===== src/rtl/seq_div_32_pkg.sv =====
// Shared datapath definitions: operand width, divider FSM encoding and the
// ALU opcode that selects the divide path.
package cpu_defs;

  localparam int unsigned DIV_WIDTH = 32;

  localparam logic [4:0] ALU_OP_DIV = 5'b10000;

  typedef enum logic [1:0] {
    S_IDLE = 2'd0,
    S_RUN  = 2'd1,
    S_FIX  = 2'd2,
    S_DONE = 2'd3
  } div_state_e;

endpackage


===== src/rtl/seq_div_32_div_step.sv =====
// One combinational restoring-division step on the {rem, quo} shift pair
// against an unsigned divisor magnitude.
module div_step
  import cpu_defs::*;
#(
  parameter int unsigned WIDTH = DIV_WIDTH
) (
  input  logic [WIDTH-1:0] i_rem,
  input  logic [WIDTH-1:0] i_quo,
  input  logic [WIDTH-1:0] i_dvs,
  output logic [WIDTH-1:0] o_rem,
  output logic [WIDTH-1:0] o_quo
);

  logic [WIDTH:0]   w_shift_rem;
  logic [WIDTH-1:0] w_diff;
  logic             w_ge;

  assign w_shift_rem = {i_rem, i_quo[WIDTH-1]};
  assign w_ge        = (w_shift_rem >= {1'b0, i_dvs});
  // rem < dvs on entry, so a successful trial always fits back into WIDTH bits
  assign w_diff      = w_shift_rem[WIDTH-1:0] - i_dvs;

  assign o_rem = w_ge ? w_diff : w_shift_rem[WIDTH-1:0];
  assign o_quo = {i_quo[WIDTH-2:0], w_ge};

endmodule


===== src/rtl/seq_div_32.sv =====
// Multi-cycle signed (truncating) divider for the Z register: magnitudes are
// divided by restoring steps, then signs and the divide-by-zero result fixed up.
module seq_div_32
  import cpu_defs::*;
#(
  parameter int unsigned WIDTH = DIV_WIDTH
) (
  input  logic               Clock,
  input  logic               clear,
  input  logic               start,
  input  logic [WIDTH-1:0]   dividend,
  input  logic [WIDTH-1:0]   divisor,
  output logic               busy,
  output logic               done,
  output logic               div_by_zero,
  output logic [2*WIDTH-1:0] Zout
);

  localparam int unsigned CW = $clog2(WIDTH) + 1;

  div_state_e         r_state;
  div_state_e         w_next;
  logic [CW-1:0]      r_count;
  logic [WIDTH-1:0]   r_rem;
  logic [WIDTH-1:0]   r_quo;
  logic [WIDTH-1:0]   r_dvs_abs;
  logic [WIDTH-1:0]   r_dvd_orig;
  logic               r_sign_q;
  logic               r_sign_r;
  logic               r_dz;
  logic               r_div_by_zero;
  logic [2*WIDTH-1:0] r_zout;

  logic [WIDTH-1:0]   w_dvd_abs;
  logic [WIDTH-1:0]   w_dvs_abs;
  logic [WIDTH-1:0]   w_step_rem;
  logic [WIDTH-1:0]   w_step_quo;
  logic [WIDTH-1:0]   w_q_fix;
  logic [WIDTH-1:0]   w_r_fix;
  logic               w_last_step;

  // Magnitude of the most negative value wraps to itself, which is correct unsigned
  assign w_dvd_abs   = dividend[WIDTH-1] ? (-dividend) : dividend;
  assign w_dvs_abs   = divisor[WIDTH-1]  ? (-divisor)  : divisor;
  assign w_last_step = (r_count == CW'(1));
  assign w_q_fix     = r_sign_q ? (-r_quo) : r_quo;
  assign w_r_fix     = r_sign_r ? (-r_rem) : r_rem;

  div_step #(
    .WIDTH(WIDTH)
  ) u_step (
    .i_rem(r_rem),
    .i_quo(r_quo),
    .i_dvs(r_dvs_abs),
    .o_rem(w_step_rem),
    .o_quo(w_step_quo)
  );

  always_ff @(posedge Clock or negedge clear) begin
    if (!clear) begin
      r_state <= S_IDLE;
    end else begin
      r_state <= w_next;
    end
  end

  always_comb begin
    w_next = r_state;
    case (r_state)
      S_IDLE:  if (start) w_next = S_RUN;
      S_RUN:   if (w_last_step) w_next = S_FIX;
      S_FIX:   w_next = S_DONE;
      S_DONE:  w_next = S_IDLE;
      default: w_next = S_IDLE;
    endcase
  end

  always_ff @(posedge Clock or negedge clear) begin
    if (!clear) begin
      r_count       <= '0;
      r_rem         <= '0;
      r_quo         <= '0;
      r_dvs_abs     <= '0;
      r_dvd_orig    <= '0;
      r_sign_q      <= 1'b0;
      r_sign_r      <= 1'b0;
      r_dz          <= 1'b0;
      r_div_by_zero <= 1'b0;
      r_zout        <= '0;
    end else begin
      case (r_state)
        S_IDLE: begin
          if (start) begin
            r_rem      <= '0;
            r_quo      <= w_dvd_abs;
            r_dvs_abs  <= w_dvs_abs;
            r_dvd_orig <= dividend;
            r_sign_q   <= dividend[WIDTH-1] ^ divisor[WIDTH-1];
            r_sign_r   <= dividend[WIDTH-1];
            r_dz       <= (divisor == '0);
            r_count    <= CW'(WIDTH);
          end
        end
        S_RUN: begin
          r_rem   <= w_step_rem;
          r_quo   <= w_step_quo;
          r_count <= r_count - CW'(1);
        end
        S_FIX: begin
          r_zout        <= r_dz ? {r_dvd_orig, {WIDTH{1'b1}}} : {w_r_fix, w_q_fix};
          r_div_by_zero <= r_dz;
        end
        default: begin
        end
      endcase
    end
  end

  assign busy        = (r_state != S_IDLE);
  assign done        = (r_state == S_DONE);
  assign div_by_zero = r_div_by_zero;
  assign Zout        = r_zout;

endmodule


===== config.mk =====
export PLATFORM = sky130hd
export DESIGN_NAME = seq_div_32
export DESIGN_NICKNAME = d
export VERILOG_FILES = /design/src/rtl/seq_div_32_pkg.sv /design/src/rtl/seq_div_32_div_step.sv /design/src/rtl/seq_div_32.sv
export SDC_FILE = /design/constraint.sdc
export NUM_CORES = 1
export LEC_CHECK = 0
export BUFFER_PORTS_ARGS = -buffer_cell sky130_fd_sc_hd__buf_4
export CORE_MARGIN = 4
export CORE_UTILIZATION = 55
export CTS_CLUSTER_SIZE = 24
export DETAILED_ROUTE_END_ITERATION = 8
export PLACE_DENSITY = 0.78
export RECOVER_POWER = 50
export SLEW_MARGIN = 20
export SYNTH_ARGS = -nofsm -noshare
export SYNTH_HDL_FRONTEND = slang
export SYNTH_HIERARCHICAL = 1
export SYNTH_SLANG_ARGS = --single-unit
export TNS_END_PERCENT = 30

===== constraint.sdc =====
create_clock -name Clock -period 2.8 [get_ports Clock]
set_input_delay 0.14 -clock Clock [delete_from_list [all_inputs] [get_ports Clock]]
set_output_delay 0.14 -clock Clock [all_outputs]
set_load 0.03 [all_outputs]

Yosys cells after proc, flatten, opt, wreduce, memory -nomap -nowiden

Index checks and enable logic that the tools add are counted.
Widths: inputs -> output; s select.

Input port bits: 67
Word-level logic and storage cells: 47
Register bits after elaboration: 204

Bitwise logic cells: 1
Magnitude comparators: 1
Eq/ne operators: 6
Add/subtract/negate cells: 6
Reduce and logical (&&, ||, !) cells: 7
Multiplexer cells: 15

Operators with widths:

| cell                | count |
|---|---|
| $mux 32             | 7 |
| $neg 32->32         | 4 |
| $pmux 32 s2         | 2 |
| $mux 64             | 1 |
| $ge 33x32->1        | 1 |
| $logic_not 32->1    | 1 |
| $sub 32x32->32      | 1 |
| $pmux 6 s2          | 1 |
| $pmux 2 s4          | 1 |
| $eq 6x1->1 const B  | 1 |
| $mux 6              | 1 |
| $reduce_and 2->1    | 3 |
| $sub 6x1->6 const B | 1 |
| $eq 2x2->1 const B  | 2 |
| $mux 2              | 2 |
| $ne 2x2->1 const B  | 2 |
| $reduce_bool 2->1   | 2 |
| $eq 2x1->1 const B  | 1 |
| $logic_not 2->1     | 1 |
| $xor 1x1->1         | 1 |

Depth between registers and ports, before layout

Gate-level depths: netlist of the first run.

Word-level depth: 4
Mapped depth: 15
Mapped depth without buffers: 12

Cells and area by module

Netlist of the first run, hierarchy kept.

By module, submodules not included:

| module     | instances | seq. area each (um^2) | cells an instance | area an instance (um^2) |
|---|---|---|---|---|
| seq_div_32 | 1         | 5079.9                | 1106              | 10734.0 |
| div_step   | 1         | 0.0                   | 367               | 2728.9 |

Least setup slack after synthesis of the first run

No wires, ideal clock.

Kind: reg-to-reg
From: register r_rem[3]
To: register r_rem[2]
Data arrival time: 2750 ps
Period minus slack after synthesis: 2871 ps
Cell stages (with the launch flop): 13
Required time: 2679 ps
Library setup time: 121 ps
Setup slack: -71 ps
Cells stage by stage: dfrtp_1 ha_1 a21o_1 a31o_1 o211ai_2 a211oi_2 nor3_4 o211ai_4 a21oi_4 inv_4 buf_12 mux2_4 a22o_1

Longest elaborated chain between the ends: 3

Ends and longest elaborated chain:

| item                     | RTL line                  | RTL |
|---|---|---|
| start: declaration       | seq_div_32.sv:24          | `logic [WIDTH-1:0] r_rem;` |
| start signal: assignment | seq_div_32.sv:105         | `r_rem <= w_step_rem;` |
| $ge 33x32->1             | seq_div_32_div_step.sv:20 | `assign w_ge = (w_shift_rem >= {1'b0, i_dvs});` |
| $mux 32                  | seq_div_32_div_step.sv:24 | `assign o_rem = w_ge ? w_diff : w_shift_rem[WIDTH-1:0];` |
| via w_step_rem[2]        | seq_div_32.sv:36          | `logic [WIDTH-1:0] w_step_rem;` |
| $pmux 32 s2              | seq_div_32.sv:91          | `case (r_state)` |

The timed path passes the listed nets, and every way through them passes these cells.
A chain may end at the register's enable or synchronous reset.

Worst setup path after layout of the first run

From: register r_rem[5]
To: register r_rem[24]

Longest elaborated chain between the ends: 3
Elaborated cells between the ends (all ways): 4
Those cells by class: add/sub: 1; order compare: 1; mux: 2

Ends and longest elaborated chain:

| item                                                  | RTL line |
|---|---|
| $sub 32x32->32 / $ge 33x32->1 (equally long branches) | seq_div_32_div_step.sv:22, seq_div_32_div_step.sv:20 |
| $mux 32 *                                             | seq_div_32_div_step.sv:24 |
| via w_step_rem[24]                                    | seq_div_32.sv:36 |
| $pmux 32 s2 *                                         | seq_div_32.sv:91 |

Mark *: on every way through the listed nets, which the timed path passes. The rest lies on a longest branch.

==> impl_results.md, run 1 <==
* Outcome: finished with violations
* Failing checks: capacitance limit, slew limit, setup timing
* Vias at about 12000
* Final WS setup at -0.0816 ns
* Ranking of synthesized cells by area: dfrtp_1 38%, xor2_1 7.2%, o21ai_0 5.2%
* Met1 Use GR at 0.389
* Vias in the first global route at 12000
* Worst R2R Path Depth at 13
* Starting density of the core at 0.567
* Leakage at 7.45 nW
* CTS max path bufs at 3
* Synthesized instance count at 1473
* XOR/XNOR Fraction of Synth Area at 0.0937
* Worst vdd ir at 752 uV
* Final Hold Viols at 0
* R2R Path Start: r_rem[5]$_DFFE_PN0P_
* Relative slew slack at -0.668
* Main combinational cell family by area after synthesis: compound AO/OA/AOI/OAI gates
* Dpl ws at -0.275 ns
* Commonest register cell after synthesis: dfrtp_1
* First-pass GRT wire length at approximately 63000 um
* Post-Place Cells at 1923
* Clk_skew at 0.00507 ns
* Die Ht at 164 um
* Least-Margin Pin Slew at 2.50 ns
* Yosys warns at 6
* Core area at between 20000 and 25000 sq um
* Clock sinks at between 200 and 250
* 1st-pass router iterations at 6
* Proportion of synthesized area in mux cells at 0.0690
* Clock insertion delay at the later pin of the skew report at 0.53 ns
* Global routing's busiest layer: met2
* GR Layer Usage met3 at 0.0364
* Final Max Slew Viols at 43
* M2 GR Usage at 0.480
* Synth Area in Compound Gates at 0.209
* Fraction of layout cells with a size suffix above 1 at 0.248
* Antenna violations before repair at 0
* RSZ-0062 raised after global routing: true
* Commonest non-fill, non-tap cell in the layout: buf_4
* Internal reg-to-reg setup slack at -0.08 ns
* Die width at approximately 160 um
* CTS Root Cell: clkbuf_16
* Part of the Yosys area used for sequential elements at 0.377
* #FFs+latches synth at 203
* Most frequent cells in the layout: 239 x buf_4, 202 x dfrtp_1, 139 x nand2_1
* CP Launch Type: flop
* Initial drt markers at 1045
* Tot GR Track Use at 0.289
* DRC errors left at 0
* Final setup vio count at 5
* Wire per inst at a little under 20 um
* Critical path arrival at ~3.3 ns
* Placed Area at 15300 sq um
* Post-Layout Cell Count at 2043
* Antenna cells at 0
* Hpwl dp at 27800 um
* Via/cell ratio at 6.03
* Worst setup path start: r_rem[5]$_DFFE_PN0P_
* DRT Wirelength at 39500 um
* Port bufs at 133
* WS Path Type: reg -> reg
* Adder-Cell Fraction of Synth Area at 0.0405
* Total CTS buffers at 23
* H-tree levels at 1
* R2r endpoint: r_rem[24]$_DFFE_PN0P_
* Routed Antenna Nets at 0
* Syn_area_per_cell at ~9 sq um
* Placer Congestion at 0.951
* GRT overflow at 0
* Row cnt at 56
* Largest net degree at the start of global routing at 71
* Crit path to: r_rem[24]$_DFFE_PN0P_
* Max Fanout on Critical Path at 6
* Share of the synthesized area in the top cell type at 0.377
* Final-layout fill cell count at ~1700
* NumNets Final at about 1800
* Max Cap Viol at 1
* Peak Freq at 347 MHz
* Tmin final at 2.88 ns
* EDFF count, synth at 0
* Worst Hold Class: in -> reg
* Period utilization at 1.03
* PnR Total Power at 0.0233 W
* CTS tree: done
* Syn_nets at 1583
* Post-synth ARST share at 1.00
* Io pins at 134
* Area Overhead vs Synth at 25.7%
* Fin area at 16900 sq um
* Library cells used by synthesis at 78
* Pwr per Cell Area at 1380 nW/um^2
* Synth Area in Simple Gates at 0.142
* Syn Std Cell Area at 13500 sq um
* Total Neg Setup Slack at -0.163 ns
* Worst path required time at 3.22 ns
* Crit. End Element: flop
* Yosys top cell by area: dfrtp_1
* Die area at 27000 sq um
* Reg clk slew, reported paths at roughly 0.06 ns
how the worst min path moves through the flow:
stage / from / endpoint / slack, ns / depth (start not counted)
global route: divisor[31] / r_dz$_DFFE_PN0P_ / 0.14 / 2
floorplan: clear / Zout[0]$_DFFE_PN0P_ / -0.16 / 0
detailed placement: clear / r_dvd_orig[23]$_DFFE_PN0P_ / 0.09 / 1
CTS: divisor[31] / r_dvs_abs[31]$_DFFE_PN0P_ / 0.07 / 3
global placement: clear / r_dvd_orig[24]$_DFFE_PN0P_ / 0.09 / 1
finish: divisor[31] / r_dvs_abs[31]$_DFFE_PN0P_ / 0.1 / 3
power breakdown:
group          switching (W)  total (W)  internal [W]  leakage, nW
clock network        0.00122    0.00289       0.00167        0.342
registers            0.00119    0.00552       0.00433         2.44
logic                0.00822     0.0149       0.00670         4.67
synth_stat cells, types with 4 or more instances:
master and count:
o31ai_1 40, nor4_1 15, xnor2_1 33, a21oi_1 87, o21a_1 6, nor3b_1 5, or3_1 31, and3_1 8
dfrtp_1 203, nor3_1 19, or4_1 12, clkbuf_1 66, buf_4 32, o41ai_1 35, or2_2 8, or4_4 4
buf_2 9, a31oi_1 7, a22o_1 30, mux2i_1 14, nand2b_1 4, o41ai_2 6, a21o_1 10, nand4_1 18
xor2_1 111, nand3_1 25, a211o_1 4, o21ai_1 9, o21ai_0 140, ha_1 42, a211oi_1 7, nor2b_1 10
o211ai_1 4, mux2_2 38, o22ai_1 9, inv_1 65, nor2_1 81, nand2_1 141, buf_6 4, mux2_4 24
buf_1 6, o221ai_1 5
per-layer routing:
layer	vias to the layer above	part of all wire
met1	5900	0.41
met3	117	0.071
met5	-	0
li1	5747	-
met4	0	0.040
met2	553	0.48
worst max-delay path, cell delays in order (launching register included):
cell,delay (ns)
dfrtp_1,0.41
ha_4,0.28
buf_6,0.13
o21a_1,0.18
o211ai_1,0.16
buf_4,0.16
o22ai_2,0.10
nor3_2,0.22
nor2_4,0.10
buf_6,0.15
a2111oi_4,0.34
nor3_1,0.09
mux2_4,0.26
a22o_1,0.19
flip-flops by register name, summed over array words and instances, names as in the netlist:
signal / count
div_by_zero: 1
r_count: 6
r_dvs_abs: 32
r_quo: 32
Zout: 64
r_sign_q: 1
r_rem: 32
r_dvd_orig: 32
r_state: 2
r_dz: 1
cell families after synthesis:
group / count (synthesis)
fa+ha+maj: 43
xor+xnor: 144
compound gates: 426
simple gates: 393
flops: 203
mux: 76
buf+inv: 188
cell type report:
| type | count | area (sq um) | share of cell area |
|---|---|---|---|
| clock buffer | 35 | 641 | 0.0379 |
| timing repair buffer | 330 | 2620 | 0.155 |
| sequential | 203 | 5080 | 0.300 |
| multi-input combinational | 1082 | 7840 | 0.463 |
| timing repair inverter | 2 | 22.5 | 0.00133 |
| inverter | 67 | 259 | 0.0153 |
| tap | 319 | 399 | 0.0236 |
| clock inverter | 5 | 67.6 | 0.00399 |
per-stage QoR:
| step | hold slack, ns | utilization |
|---|---|---|
| final | 0.0975 | 0.713 |
| after global routing | 0.143 | 0.713 |
| after CTS | 0.0679 | 0.709 |
| after detailed placement | 0.0942 | 0.643 |
| after global placement | 0.0917 | 0.643 |
| after floorplan | -0.156 | - |
what timing repair did:
action | in CTS | in global routing
pin swaps | 9 | 25
hold buffers | 63 | 0
resized for setup | 24 | 41
endpoints found under the hold margin | 218 | 0
buffers inserted | 15 | 2
endpoints found under the setup margin | 31 | 32
cloned | 2 | 0
No activity file was read; power rests on OpenSTA's default activity.
==> run 2: changes to the inputs <==
- CORE_UTILIZATION: 55 -> 54
- PLACE_DENSITY: 0.78 -> 0.77
- SYNTH_HIERARCHICAL: 1 -> unset
==> run 2 against run 1 <==
The run ends with hold timing, capacitance limit, slew limit, setup timing left. Sequential cell count stayed put. Cell count shrank 2.3%. Critical path depth down 2. Sequential power rose by 2%. Setup slack worse by 0.20 ns. Utilization grew 0.14 points. Area after synthesis down 7.0%. Combinational power decreased by 9%.
==> impl_results.md, run 2 <==
* Post-Layout Cell Count at 1995 (-2.3%)
* Clock sinks at 203 (unchanged)
* Fraction of layout cells with a size suffix above 1 at 0.236 (-0.0126)
* Post-Place Cells at 1889 (-1.8%)
* Library cells used by synthesis at 57 (-27%)
* 1st-pass router iterations at 6 (unchanged)
* Top cells by count, synth: 203 x dfrtp_1, 188 x nand2_1, 182 x o21ai_0, 115 x a21oi_1, 105 x xor2_1
* Commonest non-fill, non-tap cell in the layout: buf_4
* Worst Hold Class: in -> reg
* Vias in the first global route at 11400 (-5.1%)
* Sequential fraction of design power at 0.252 (+0.015)
* Family with the most delay on the worst path: compound AO/OA/AOI/OAI gates
* Final WS setup at -0.285 ns (-0.203 ns)
* XOR/XNOR Fraction of Synth Area at 0.102 (+0.00844)
* #FFs+latches synth at 203 (unchanged)
* Util after Layout at 0.714 (+0.00139)
* Die area at 25700 sq um (-5.0%)
* Sw frac at 0.455 (about the same)
* Reg clk slew, reported paths at 0.06 ns (about the same)
* Critical-path cell list: ha_1, buf_4, a21oi_1, a221o_1, o21a_1, o211ai_1, a221o_1, a31oi_2, or3_4, mux2_4, o21ai_1
* Largest net degree at the start of global routing at 103 (+45%)
* Slowest CP cell: dfrtp_1
* Via/cell ratio at 5.78 (-4.2%)
* Worst vdd ir at 654 uV (-13%)
* Max incr delay on CP at 0.47 ns (+0.06 ns)
* RSZ-0062 raised after global routing: true
* NumNets Final at 1803 (-0.88%)
* Share of the synthesized area in the top cell type at 0.406 (+0.0284)
* Max reg flops at 64 (unchanged)
* Critical path arrival at 3.53 ns (+0.23 ns)
* Commonest register cell after synthesis: dfrtp_1
* Starting density of the core at 0.551 (-0.0154)
* CP Launch Type: flop
* Total CTS buffers at 23 (unchanged)
* Least-Margin Pin Slew at 1.94 ns (-0.558 ns)
* Antenna cells at 0 (unchanged)
* Switch Pwr at 0.0101 W (-4.6%)
* Worst path required time at 3.25 ns (+0.03 ns)
* Antenna violations before repair at 0 (unchanged)
* Peak Freq at 324 MHz (-6.6%)
* Most frequent cells in the layout: 227 x buf_4, 200 x dfrtp_1, 186 x nand2_1
* Port bufs at 133 (unchanged)
* Final Hold Viols at 1 (+1)
* Period utilization at 1.10 (+0.0726)
* Tot GR Track Use at 0.276 (-0.0129)
* H-tree levels at 1 (unchanged)
* Adder-Cell Fraction of Synth Area at 0.0436 (+0.00304)
* Die Ht at 160 um (-2.5%)
* Proportion of synthesized area in mux cells at 0.0728 (+0.00388)
* Min Hold Slack at -0.00792 ns (-0.105 ns)
* Part of the Yosys area used for sequential elements at 0.406 (+0.0284)
* Vias at 11500 (-6.4%)
* Area Overhead vs Synth at 29.5%
* Wire per inst at 18.3 um (-5.4%)
* Post-synth ARST share at 1.00 (unchanged)
* CTS Root Cell: clkbuf_16
* Routed Antenna Nets at 0 (unchanged)
* Synth Area in Compound Gates at 0.190 (-0.0194)
* Most frequent CP cell: a221o_1
* Pwr per Cell Area at 1370 nW/um^2 (-0.36%)
* Most common cell in the synthesized netlist: dfrtp_1
* Main combinational cell family by area after synthesis: compound AO/OA/AOI/OAI gates
* Internal reg-to-reg setup slack at -0.28 ns (-0.20 ns)
* Final setup vio count at 12 (+7)
* Syn Std Cell Area at 12500 sq um (-7.0%)
* Leakage at 7.31 nW (-1.9%)
* Crit. End Element: flop
* Outcome: finished with violations
* Max Cap Viol at 1 (unchanged)
* Final Max Slew Viols at 78 (+81%)
* Clock power share at 0.140 (+0.016)
* Ranking of synthesized cells by area: dfrtp_1 41%, xor2_1 7.3%, o21ai_0 7.3%
* Yosys top cell by area: dfrtp_1
* DRT Wirelength at 36500 um (-7.6%)
* EDFF count, synth at 0 (unchanged)
* Hpwl dp at 26000 um (-6.4%)
* Initial drt markers at 893 (-15%)
* WS Path Type: reg -> reg
* First-pass GRT wire length at 58800 um (-6.7%)
* Io pins at 134 (unchanged)
* Clock insertion delay at the later pin of the skew report at 0.52 ns (about the same)
* Worst Path Buf+Inv at 1 (-2)
* CTS max path bufs at 3 (unchanged)
* Int Pwr at 0.0121 W (-4.5%)
* Yosys warns at 0 (-6)
* CTS tree: done
* Syn_nets at 1528 (-3.5%)
* DRC errors left at 0 (unchanged)
* Relative slew slack at -0.296 (+0.372)
* Clk_skew at 0.0108 ns (+0.00576 ns)
* Syn_area_per_cell at 8.83 sq um (-3.4%)
* Synth Area in Simple Gates at 0.148 (+0.00610)
* GRT overflow at 0 (unchanged)
* Max Fanout on Critical Path at 5 (-1)
* Core area at 22700 sq um (-4.4%)
* Combinational group share of total power at 0.608 (-0.031)
* Placer Congestion at 0.915 (-3.8%)
* Failing checks: hold timing, capacitance limit, slew limit, setup timing
* Synthesized instance count at 1418 (-3.7%)
* Tmin final at 3.08 ns (+0.203 ns)
* Die width at 160 um (-2.5%)
* Row cnt at 55 (-1.8%)
==> run 2: layout make-up <==
| class | instances | area, sq um |
|---|---|---|
| inverters | 57 | 214 |
| repair buffers | 317 | 2490 |
| fillers | 1696 | 6500 |
| clock buffers | 27 | 611 |
| well taps | 285 | 357 |
| flip-flops and latches | 203 | 5080 |
| clock inverters | 15 | 173 |
| multi-input cells | 1091 | 7290 |
==> run 2: stage by stage <==
step                power, W  hold slack [ns]  instance area [sq um]  setup slack (ns)  setup TNS (ns)
floorplan             0.0137           -0.156                  12500            -0.175           -2.44
global placement      0.0181            0.225                  14700            -0.189           -1.56
detailed placement    0.0184            0.224                  14700            -0.266           -3.08
CTS                   0.0218          0.00154                  16100            -0.219           -1.52
global route          0.0239          0.00944                  16200            -0.330           -8.78
finish                0.0223         -0.00792                  16200            -0.285           -1.85
==> run 2: cell families (layout without fill, tap and decap cells) <==
logic type / after synthesis / after routing
adder cells (fa/ha/maj): 43 / 43
AND/OR/NAND/NOR: 410 / 410
flip-flops: 203 / 203
multiplexers: 84 / 84
buffers and inverters: 124 / 416
XOR/XNOR: 146 / 146
AO/OA/AOI/OAI: 408 / 408
==> run 2: routing by layer <==
metal / vias to the layer above / GRT usage / wire (um) / share of wire
li1: 5536 / - / - / -
met1: 5531 / 0.370 / 15600 / 0.43
met2: 399 / 0.469 / 17700 / 0.48
met3: 60 / 0.0436 / 2370 / 0.065
met4: 0 / 0.0716 / 807 / 0.022
met5: - / 0 / 0 / 0
==> run 2: power groups by stage <==
stage	Sequential (W)	Combinational, W	Clock (W)
after floorplan	0.00623	0.00752	0
after global placement	0.00552	0.0126	0
after detailed placement	0.00558	0.0128	0
after CTS	0.00555	0.0131	0.00314
after global routing	0.00579	0.0148	0.00329
final	0.00562	0.0135	0.00312
==> run 2: worst paths after layout <==
check                                    startpoint  cells after the start                         end
min                                      divisor[6]                      3    r_dvs_abs[6]$_DFFE_PN0P_
max reg2reg                    r_rem[8]$_DFFE_PN0P_                     11       r_rem[30]$_DFFE_PN0P_
min in group asynchronous                     clear                      2  r_dvd_orig[13]$_DFFE_PN0P_
max                            r_rem[8]$_DFFE_PN0P_                     11       r_rem[30]$_DFFE_PN0P_
max in group asynchronous                     clear                      3        Zout[29]$_DFFE_PN0P_
min reg2reg                r_dvs_abs[5]$_DFFE_PN0P_                      2    r_dvs_abs[5]$_DFFE_PN0P_
==> run 2: what timing repair did <==
action,CTS,global route
gates resized for setup,15,53
setup buffers,3,3
endpoints found under the hold margin,134,0
endpoints found under the setup margin,21,54
pin swaps,5,23
hold buffers,58,0
==> run 2: worst register-to-register path, stage by stage (launching register included) <==
cell and delay [ns]:
dfrtp_1 0.47, ha_1 0.40, buf_4 0.14, a21oi_1 0.07, a221o_1 0.30, o21a_1 0.12
o211ai_1 0.29, a221o_1 0.28, a31oi_2 0.13, or3_4 0.39, mux2_4 0.30, o21ai_1 0.12
==> run 3: changes to the inputs <==
- SKIP_CTS_REPAIR_TIMING: unset -> 1
==> run 3 against run 2 <==
The flow still finishes with violations (hold timing, capacitance limit, slew limit, setup timing). Critical path type unchanged. Die area unchanged. Sequential power barely moved. Register-to-register slack better by 0.06 ns. Highest routed layer unchanged. Critical path depth fell by 3. Routed wire length is 1.4% lower. Non-clock buffer count is 11 lower. Cell count decreased by 0.55%. Fmax rose by 1.9%.
==> impl_results.md, run 3 (synthesis gave the netlist of run 2 again) <==
* Die Ht at 160 um (unchanged)
* First-pass GRT wire length at 56100 um (-4.6%)
* Slowest CP cell: or4_4
* Final-layout fill cell count at 1721 (+1.5%)
* CTS max path bufs at 3 (unchanged)
* Failing checks: hold timing, capacitance limit, slew limit, setup timing
* Relative slew slack at -0.301 (-0.00492)
* Worst vdd ir at 664 uV (+1.4%)
* 1st-pass router iterations at 9 (+3)
* Fin area at 16100 sq um (-0.83%)
* Crit. End Element: flop
* Worst path required time at 3.19 ns (-0.06 ns)
* Max incr delay on CP at 0.52 ns (+0.05 ns)
* Hpwl dp at 26000 um (unchanged)
* Critical-path cell list: or3_4, or4_4, or4_4, or3_4, o31ai_4, xor2_1, o21ai_1, mux2_4
* Util after Layout at 0.708 (-0.00589)
* Placer Congestion at 0.915 (unchanged)
* Worst Path Buf+Inv at 0 (-1)
* Port bufs at 133 (unchanged)
* Routed Antenna Nets at 0 (unchanged)
* Pwr per Cell Area at 1380 nW/um^2 (+0.64%)
* Max reg flops at 64 (unchanged)
* CTS Root Cell: clkbuf_16
* Family with the most delay on the worst path: simple AND/OR/NAND/NOR gates
* H-tree levels at 1 (unchanged)
* CTS tree: done
* Final Hold Viols at 10 (+9)
* Die width at 160 um (unchanged)
* Clock sinks at 203 (unchanged)
* Commonest non-fill, non-tap cell in the layout: buf_4
* CP Launch Type: flop
* Critical path arrival at 3.42 ns (-0.11 ns)
* DRT Wirelength at 36000 um (-1.4%)
* Total CTS buffers at 23 (unchanged)
* NumNets Final at 1792 (-0.61%)
* Fraction of layout cells with a size suffix above 1 at 0.235 (-0.000240)
* Leakage at 7.28 nW (-0.51%)
* Vias at 11500 (-0.10%)
* Outcome: finished with violations
* Post-Place Cells at 1889 (unchanged)
* Area occupied by multi-input gates at 7250 sq um (-0.57%)
* Tot GR Track Use at 0.263 (-0.0130)
* Post-Layout Cell Count at 1984 (-0.55%)
* WS Path Type: reg -> reg
* Via/cell ratio at 5.80 (+0.45%)
* Clk_skew at 0.0117 ns (+0.000903 ns)
* Starting density of the core at 0.551 (unchanged)
* Area Overhead vs Synth at 28.4%
* Reg clk slew, reported paths at 0.07 ns (about the same)
* Antenna violations before repair at 0 (unchanged)
* Placed Area at 14700 sq um (unchanged)
* Final setup vio count at 13 (+1)
* Period utilization at 1.08 (-0.0204)
* Most frequent cells in the layout: 228 x buf_4, 200 x dfrtp_1, 186 x nand2_1
* Io pins at 134 (unchanged)
* Worst Hold Class: in -> reg
* Min Hold Slack at -0.0625 ns (-0.0545 ns)
* Max Cap Viol at 1 (unchanged)
* RSZ-0062 raised after global routing: true
* Final Max Slew Viols at 78 (unchanged)
* Max Fanout on Critical Path at 4 (-1)
* Clock insertion delay at the later pin of the skew report at 0.52 ns (about the same)
* Final WS setup at -0.228 ns (+0.0572 ns)
* Least-Margin Pin Slew at 1.95 ns (+0.00738 ns)
* GRT overflow at 0 (unchanged)
* Register area at 5080 sq um (unchanged)
* Wire per inst at 18.1 um (-0.88%)
* Vias in the first global route at 10900 (-4.6%)
* Die area at 25700 sq um (unchanged)
* Row cnt at 55 (unchanged)
* Initial drt markers at 1100 (+23%)
* DRC errors left at 0 (unchanged)
* Peak Freq at 330 MHz (+1.9%)
* Tmin final at 3.03 ns (-0.0572 ns)
* Antenna cells at 0 (unchanged)
* Largest net degree at the start of global routing at 103 (unchanged)
* Core area at 22700 sq um (unchanged)
-- run 3: cell types whose count changed in the layout (fill, tap and decap cells not counted), sizes merged --
cell	previous run	this run
buf	232	234
dlygate4sd3	58	48
clkbuf	54	51
-- run 3: worst paths after layout --
kind	from	end	cells after the start	slack [ns]
setup reg to reg	r_rem[11]$_DFFE_PN0P_	Zout[57]$_DFFE_PN0P_	8	-0.23
max in group asynchronous	clear	Zout[6]$_DFFE_PN0P_	3	0.30
setup / recovery	r_rem[11]$_DFFE_PN0P_	Zout[57]$_DFFE_PN0P_	8	-0.23
hold / removal	divisor[13]	r_dvs_abs[13]$_DFFE_PN0P_	3	-0.06
hold reg to reg	r_dvs_abs[5]$_DFFE_PN0P_	r_dvs_abs[5]$_DFFE_PN0P_	2	0.48
min in group asynchronous	clear	Zout[42]$_DFFE_PN0P_	2	0.72
-- run 3: through the flow --
stage / worst slack [ns] / power [W] / TNS [ns] / hold WS, ns
2_1_floorplan: -0.175 / 0.0137 / -2.44 / -0.156
3_3_place_gp: -0.189 / 0.0181 / -1.56 / 0.225
3_5_place_dp: -0.266 / 0.0184 / -3.08 / 0.224
4_1_cts: -0.288 / 0.0216 / -2.41 / -0.317
5_1_grt: -0.305 / 0.0239 / -10.16 / 0.000805
6_report: -0.228 / 0.0222 / -1.60 / -0.0625
-- run 3: tightest hold or removal path: cells and delay by family --
family	cells	cell delay, ns
buffers and inverters	1	0.09
AO/OA/AOI/OAI	1	0.13
XOR/XNOR	1	0.06
-- run 3: cell type report --
cell class,instances,share of cell area
flip-flops and latches,203,0.316
clock buffers,27,0.0380
repair buffers,306,0.149
clock inverters,15,0.0107
inverters,57,0.0133
multi-input cells,1091,0.451
well taps,285,0.0222
-- run 3: layer usage --
layer | track usage | vias up | part of all wire
met3 | 0.0374 | 56 | 0.063
met4 | 0.0669 | 0 | 0.022
met2 | 0.438 | 405 | 0.48
li1 | - | 5518 | -
met5 | 0 | - | 0
met1 | 0.363 | 5535 | 0.43
-- run 3: where the power goes --
part,internal [W],switching [W],total [W]
clock,0.00185,0.00126,0.00312
sequential,0.00438,0.00123,0.00561
combinational,0.00591,0.00759,0.0135
total,0.0121,0.0101,0.0222
